[config.mk]
export PLATFORM = sky130hd
export DESIGN_NAME = instr_encoder
export DESIGN_NICKNAME = d
export VERILOG_FILES = /design/src/rtl/legv8_pkg.sv /design/src/rtl/instr_field_pack.sv /design/src/rtl/instr_encoder.sv
export SDC_FILE = /design/constraint.sdc
export NUM_CORES = 1
export LEC_CHECK = 0
export ABC_AREA = 1
export CORE_ASPECT_RATIO = 1.2
export CORE_MARGIN = 3
export CORE_UTILIZATION = 30
export DETAILED_ROUTE_END_ITERATION = 10
export PLACE_DENSITY = 0.7
export SETUP_SLACK_MARGIN = 0.4
export SYNTH_ARGS = -nofsm -noshare
export SYNTH_HDL_FRONTEND = slang
export SYNTH_SLANG_ARGS = --single-unit
[constraint.sdc]
create_clock -name clk -period 1.65 [get_ports clk]
set_clock_uncertainty 0.05 [all_clocks]
set_input_delay 0.495 -clock clk [delete_from_list [all_inputs] [get_ports clk]]
set_output_delay 0.495 -clock clk [all_outputs]
set_load 0.01 [all_outputs]
[src/rtl/legv8_pkg.sv]
// LEGv8 instruction-set constants shared by the encoder and the main decoder.
package legv8_pkg;

    localparam int unsigned INSTR_W  = 32;
    localparam int unsigned MNEM_W   = 4;
    localparam int unsigned REG_W    = 5;
    localparam int unsigned IMM_W    = 19;
    localparam int unsigned OP11_W   = 11;
    localparam int unsigned OP8_W    = 8;
    localparam int unsigned DT_W     = 9;
    localparam int unsigned SYSREG_W = 16;
    localparam int unsigned SHAMT_W  = 6;

    typedef enum logic [MNEM_W-1:0] {
        MN_ADD  = 4'd0,
        MN_SUB  = 4'd1,
        MN_AND  = 4'd2,
        MN_ORR  = 4'd3,
        MN_LDUR = 4'd4,
        MN_STUR = 4'd5,
        MN_CBZ  = 4'd6,
        MN_BR   = 4'd7,
        MN_ERET = 4'd8,
        MN_MRS  = 4'd9
    } mnem_e;

    localparam logic [OP11_W-1:0] OP_ADD  = 11'h458;
    localparam logic [OP11_W-1:0] OP_SUB  = 11'h658;
    localparam logic [OP11_W-1:0] OP_AND  = 11'h450;
    localparam logic [OP11_W-1:0] OP_ORR  = 11'h550;
    localparam logic [OP11_W-1:0] OP_LDUR = 11'h7C2;
    localparam logic [OP11_W-1:0] OP_STUR = 11'h7C0;
    localparam logic [OP11_W-1:0] OP_BR   = 11'h6B0;
    localparam logic [OP11_W-1:0] OP_MRS  = 11'h6A9;
    localparam logic [OP8_W-1:0]  OP_CBZ  = 8'hB4;

    localparam logic [INSTR_W-1:0] ERET_WORD  = 32'hD69F03E0;
    localparam logic [REG_W-1:0]   BR_RM_ONES = 5'b11111;

    // One encoder request as presented on the loader input.
    typedef struct packed {
        logic [MNEM_W-1:0] mnem;
        logic [REG_W-1:0]  rd;
        logic [REG_W-1:0]  rn;
        logic [REG_W-1:0]  rm;
        logic [IMM_W-1:0]  imm;
    } instr_req_t;

    // A 19-bit signed value fits DT_addr when every bit above the 9-bit field matches its sign.
    function automatic logic dt_in_range(input logic [IMM_W-1:0] imm);
        return (&imm[IMM_W-1:DT_W-1]) | ~(|imm[IMM_W-1:DT_W-1]);
    endfunction

endpackage

[src/rtl/instr_field_pack.sv]
// Combinational LEGv8 field packer: request -> 32-bit instruction word plus illegal flag.
module instr_field_pack
    import legv8_pkg::*;
(
    input  instr_req_t         req,
    output logic [INSTR_W-1:0] word,
    output logic               illegal
);

    always_comb begin
        word    = '0;
        illegal = 1'b0;
        case (req.mnem)
            MN_ADD:  word = {OP_ADD, req.rm, SHAMT_W'(0), req.rn, req.rd};
            MN_SUB:  word = {OP_SUB, req.rm, SHAMT_W'(0), req.rn, req.rd};
            MN_AND:  word = {OP_AND, req.rm, SHAMT_W'(0), req.rn, req.rd};
            MN_ORR:  word = {OP_ORR, req.rm, SHAMT_W'(0), req.rn, req.rd};
            MN_LDUR: begin
                word    = {OP_LDUR, req.imm[DT_W-1:0], 2'b00, req.rn, req.rd};
                illegal = ~dt_in_range(req.imm);
            end
            MN_STUR: begin
                word    = {OP_STUR, req.imm[DT_W-1:0], 2'b00, req.rn, req.rd};
                illegal = ~dt_in_range(req.imm);
            end
            MN_CBZ:  word = {OP_CBZ, req.imm, req.rd};
            MN_BR:   word = {OP_BR, BR_RM_ONES, SHAMT_W'(0), req.rn, REG_W'(0)};
            MN_ERET: word = ERET_WORD;
            MN_MRS: begin
                // System register number is unsigned 16-bit; upper imm bits must be zero.
                word    = {OP_MRS, req.imm[SYSREG_W-1:0], req.rd};
                illegal = |req.imm[IMM_W-1:SYSREG_W];
            end
            default: illegal = 1'b1;
        endcase
    end

endmodule

[src/rtl/instr_encoder.sv]
// Program-loader front end: encodes LEGv8 requests and writes them to consecutive imem slots.
module instr_encoder
    import legv8_pkg::*;
#(
    parameter int unsigned ADDR_W = 8,
    parameter int unsigned DEPTH  = 64
) (
    input  logic                     clk,
    input  logic                     reset,
    input  logic                     clear,
    input  logic                     in_valid,
    output logic                     in_ready,
    input  logic [MNEM_W-1:0]        in_mnem,
    input  logic [REG_W-1:0]         in_rd,
    input  logic [REG_W-1:0]         in_rn,
    input  logic [REG_W-1:0]         in_rm,
    input  logic [IMM_W-1:0]         in_imm,
    output logic                     wr_en,
    output logic [ADDR_W-1:0]        wr_addr,
    output logic [INSTR_W-1:0]       wr_data,
    output logic                     err,
    output logic                     err_sticky,
    output logic                     full,
    output logic [$clog2(DEPTH):0]   count
);

    localparam int unsigned CNT_W = $clog2(DEPTH) + 1;

    typedef enum logic {
        S_LOAD = 1'b0,
        S_FULL = 1'b1
    } state_e;

    state_e             state;
    state_e             state_nx;
    instr_req_t         req;
    logic [INSTR_W-1:0] enc_word;
    logic               enc_illegal;
    logic               accept;
    logic               accept_legal;
    logic               last_slot;

    assign req = '{mnem: in_mnem, rd: in_rd, rn: in_rn, rm: in_rm, imm: in_imm};

    instr_field_pack u_pack (
        .req     (req),
        .word    (enc_word),
        .illegal (enc_illegal)
    );

    assign in_ready     = (state == S_LOAD) & ~clear;
    assign accept       = in_valid & in_ready;
    assign accept_legal = accept & ~enc_illegal;
    assign last_slot    = (count == CNT_W'(DEPTH - 1));
    assign full         = (state == S_FULL);

    always_ff @(posedge clk or posedge reset) begin
        if (reset) state <= S_LOAD;
        else       state <= state_nx;
    end

    always_comb begin
        state_nx = state;
        case (state)
            S_LOAD: if (!clear && accept_legal && last_slot) state_nx = S_FULL;
            S_FULL: if (clear) state_nx = S_LOAD;
            default: state_nx = S_LOAD;
        endcase
    end

    // Write port, slot counter and error flags; address/data hold between writes.
    always_ff @(posedge clk or posedge reset) begin
        if (reset) begin
            wr_en      <= 1'b0;
            wr_addr    <= '0;
            wr_data    <= '0;
            err        <= 1'b0;
            err_sticky <= 1'b0;
            count      <= '0;
        end else begin
            wr_en <= 1'b0;
            err   <= 1'b0;
            if (clear) begin
                count      <= '0;
                err_sticky <= 1'b0;
            end else if (accept) begin
                if (enc_illegal) begin
                    err        <= 1'b1;
                    err_sticky <= 1'b1;
                end else begin
                    wr_en   <= 1'b1;
                    wr_addr <= ADDR_W'({count, 2'b00});
                    wr_data <= enc_word;
                    count   <= count + CNT_W'(1);
                end
            end
        end
    end

endmodule

==> results.sh <==
export IMPL_r2r_start="full$_DFF_PP0_"
export IMPL_powerDensity_nw_per_um2=787
export IMPL_clkSinkCount=49
export IMPL_async_reset_ff_frac=1.00
export IMPL_tns_ns=0
export IMPL_area_growth_pct=77.9
export IMPL_io_pins=94
export IMPL_hold_path_startpoint="wr_data[0]$_DFFE_PP0P_"
export IMPL_root_buffer="clkbuf_8"
export IMPL_core_area_sq_um=8380
export IMPL_post_route_period_util=0.982
export IMPL_synth_cells=326
export IMPL_fin_area_sq_um=4720
export IMPL_crit_family="buffers and inverters"
export IMPL_final_util=0.563
export IMPL_yosysSeqAreaShare=0.462
export IMPL_cts_tree="done"
export IMPL_yosysTopAreaCell="dfrtp_1"
export IMPL_arrival_ns=1.76
export IMPL_drv_cap=0
export IMPL_cts_made_buffers=5
export IMPL_ys_ff_latch=49
export IMPL_timing_hold_ws_ns=0.430
export IMPL_r2r_slack_ns=0.05
export IMPL_cp_depth=12
export IMPL_syn_cell_area_sq_um=2650
export IMPL_rows=36
export IMPL_synth_top_area_frac=0.462
export IMPL_synth_edf_count=0
export IMPL_die_y_um=109
export IMPL_final_cells=618
export IMPL_grt_setup_unrepaired="true"
export IMPL_path_class="input pin to flip-flop"
export IMPL_post_dp_hpwl_um=5830
export IMPL_max_freq_mhz=617
export IMPL_first_pass_iters=4
export IMPL_ff_latch_area_sq_um=1230
export IMPL_grt_max_degree=50
export IMPL_synth_common_cells="122 x nand2_1, 49 x dfrtp_1, 27 x nor2_1"
export IMPL_crit_chain="buf_6 -> buf_12 -> inv_16 -> nand2_4 -> nor2_4 -> o31ai_4 -> nand2_1 -> nand2_2 -> nand3_4 -> buf_6 -> clkbuf_16 -> o21ai_1"
export IMPL_multi_input_comb_area_sq_um=1480
export IMPL_hp_class="flip-flop to flip-flop"
export IMPL_status="complete, no violations"
export IMPL_clk_pin_slew_ns=0.09
export IMPL_leakage_nw=2.37
export IMPL_slowest_delay_ns=0.18
export IMPL_grt_pass1_vias=2958
export IMPL_r2r_worst_path_cells=10
export IMPL_drtAntennaViolNets=0
export IMPL_syn_area_per_cell_sq_um=8.13
export IMPL_worst_path_most_repeated_cell="buf_6"
export IMPL_grt_overflow_total=0
export IMPL_clk_latency_ns=0.30
export IMPL_slew_viol_final=0
export IMPL_finalWirelength_um=9250
export IMPL_drive_above_1_share=0.518
export IMPL_critPathRequiredTime_ns=1.79
export IMPL_wl_per_cell_um=15.0
export IMPL_placed_cells=561
export IMPL_peakVddDrop_v=0.000466
export IMPL_synth_ff_type="dfrtp_1"
export IMPL_hold_depth=2
export IMPL_h_tree_depth=2
export IMPL_crit_slowest_cell="nor2_4"
export IMPL_hold_end="wr_data[0]$_DFFE_PP0P_"
export IMPL_placed_cell_area_sq_um=4070
export IMPL_nNetsFinal=546
export IMPL_antenna_found_initial=0
export IMPL_r2r_end="wr_data[13]$_DFFE_PP0P_"
export IMPL_vias=2920
export IMPL_antennaDiodeCount=0
export IMPL_die_w_um=91.8
export IMPL_synth_area_leaders="dfrtp_1 46%, nand2_1 17%, nor2_1 3.8%, nand3_1 3.8%, o21ai_2 3.6%"
export IMPL_ys_types=33
export IMPL_grt_use_total=0.184
export IMPL_routabilityCongestion=0.860
export IMPL_path_max_fanout=5
export IMPL_synth_most_common_cell="nand2_1"
export IMPL_synth_warnings=0
export IMPL_n_fill_cell=769
export IMPL_die_area_sq_um=10000
export IMPL_drc=0
export IMPL_cts_buffer_depth=2
export IMPL_fin_crit_ns=1.62
export IMPL_start_kind="input pin"
export IMPL_setup_viol=0
export IMPL_viasPerCell=4.72
export IMPL_grt_pass1_wl_um=14600
export IMPL_critical_path_buf_inv_count=5
export IMPL_endpoint_kind="flip-flop"
export IMPL_hold_violations=0
export IMPL_numPortBuffers=91
export IMPL_dr_first_iter_drc_count=119
export IMPL_start_util=0.316
[how the worst max path moves through the flow]
stage / start / endpoint / slack [ns]
2_1_floorplan: in_mnem[1] / wr_data[5]$_DFFE_PP0P_ / 0.09
3_3_place_gp: in_mnem[2] / count[5]$_DFFE_PP0P_ / -0.69
3_5_place_dp: in_mnem[2] / count[5]$_DFFE_PP0P_ / -0.70
4_1_cts: in_mnem[1] / wr_data[14]$_DFFE_PP0P_ / 0.06
5_1_grt: in_mnem[1] / wr_data[24]$_DFFE_PP0P_ / -0.03
6_report: in_mnem[1] / wr_data[19]$_DFFE_PP0P_ / 0.03
[state kept, by name, summed over array words and instances, names as in the netlist]
signal      cells
wr_data        32
full            1
count           7
err_sticky      1
err             1
wr_en           1
wr_addr         6
[worst min-delay path, delay by kind of cell (launching register included)]
family / cells / cell delay [ns]
DFF: 1 / 0.34
AOI/OAI and AO/OA: 1 / 0.05
and+or+nand+nor: 1 / 0.06
[per-stage QoR]
step | power, W | setup WS [ns]
finish | 0.00371 | 0.0294
detailed placement | 0.00259 | -0.698
floorplan | 0.00196 | 0.0904
global placement | 0.00257 | -0.692
CTS | 0.00359 | 0.0618
global route | 0.00390 | -0.0342
[area by class of cell]
class                   count  share of cell area
flip-flops and latches     49               0.261
inverters                  15              0.0204
clock inverters             2             0.00796
multi-input cells         249               0.315
well taps                 114              0.0302
repair buffers            183               0.349
clock buffers               6              0.0175
[where the power goes]
part | internal, W | switching, W | leakage (nW) | total [W]
clock network | 0.000493 | 0.000410 | 0.0574 | 0.000903
registers | 0.00137 | 0.0000999 | 0.647 | 0.00147
logic | 0.000707 | 0.000631 | 1.66 | 0.00134
[per-layer routing]
metal  share of wire  vias up  global-route usage
li1                -     1404                   -
met1            0.40     1420               0.215
met2            0.55       82               0.348
met3           0.038       14              0.0276
met4           0.016        0              0.0510
met5               0        -                   0
[placed cells by master, fill, tap and decap left out, types with 7 or more instances in the layout]
| cell type | Yosys | layout |
|---|---|---|
| nand2_1 | 122 | 87 |
| buf_4 | 2 | 66 |
| buf_2 | 5 | 52 |
| dfrtp_1 | 49 | 47 |
| nand2_2 | 2 | 29 |
| clkdlybuf4s50_1 | 0 | 25 |
| nor2_1 | 27 | 21 |
| buf_6 | 4 | 21 |
| o21ai_2 | 11 | 18 |
| nand3_1 | 20 | 15 |
| o21ai_1 | 19 | 15 |
| nor2_4 | 6 | 10 |
| nand2_4 | 1 | 9 |
| nand3_2 | 4 | 8 |
| buf_16 | 0 | 8 |
| a21oi_1 | 7 | 7 |
[kinds of logic (layout without fill, tap and decap cells)]
kind of cell / count (synthesis) / count (layout) / synth area share
compound gates: 49 / 49 / 0.115
xor+xnor: 3 / 3 / 0.00991
fa+ha+maj: 1 / 1 / 0.00472
other cells: 1 / 2 / 0.00141
buf+inv: 29 / 206 / 0.0680
flops: 49 / 49 / 0.462
simple gates: 194 / 194 / 0.339
[repair_timing]
action / in CTS / in global routing
pin swaps: 18 / 7
setup buffers: 28 / 12
endpoints found under the setup margin: 99 / 99
gates cloned: 8 / 1
gates resized for setup: 315 / 39
hold buffers: 0 / 0
Note: power is estimated with default switching activity, not from simulation.
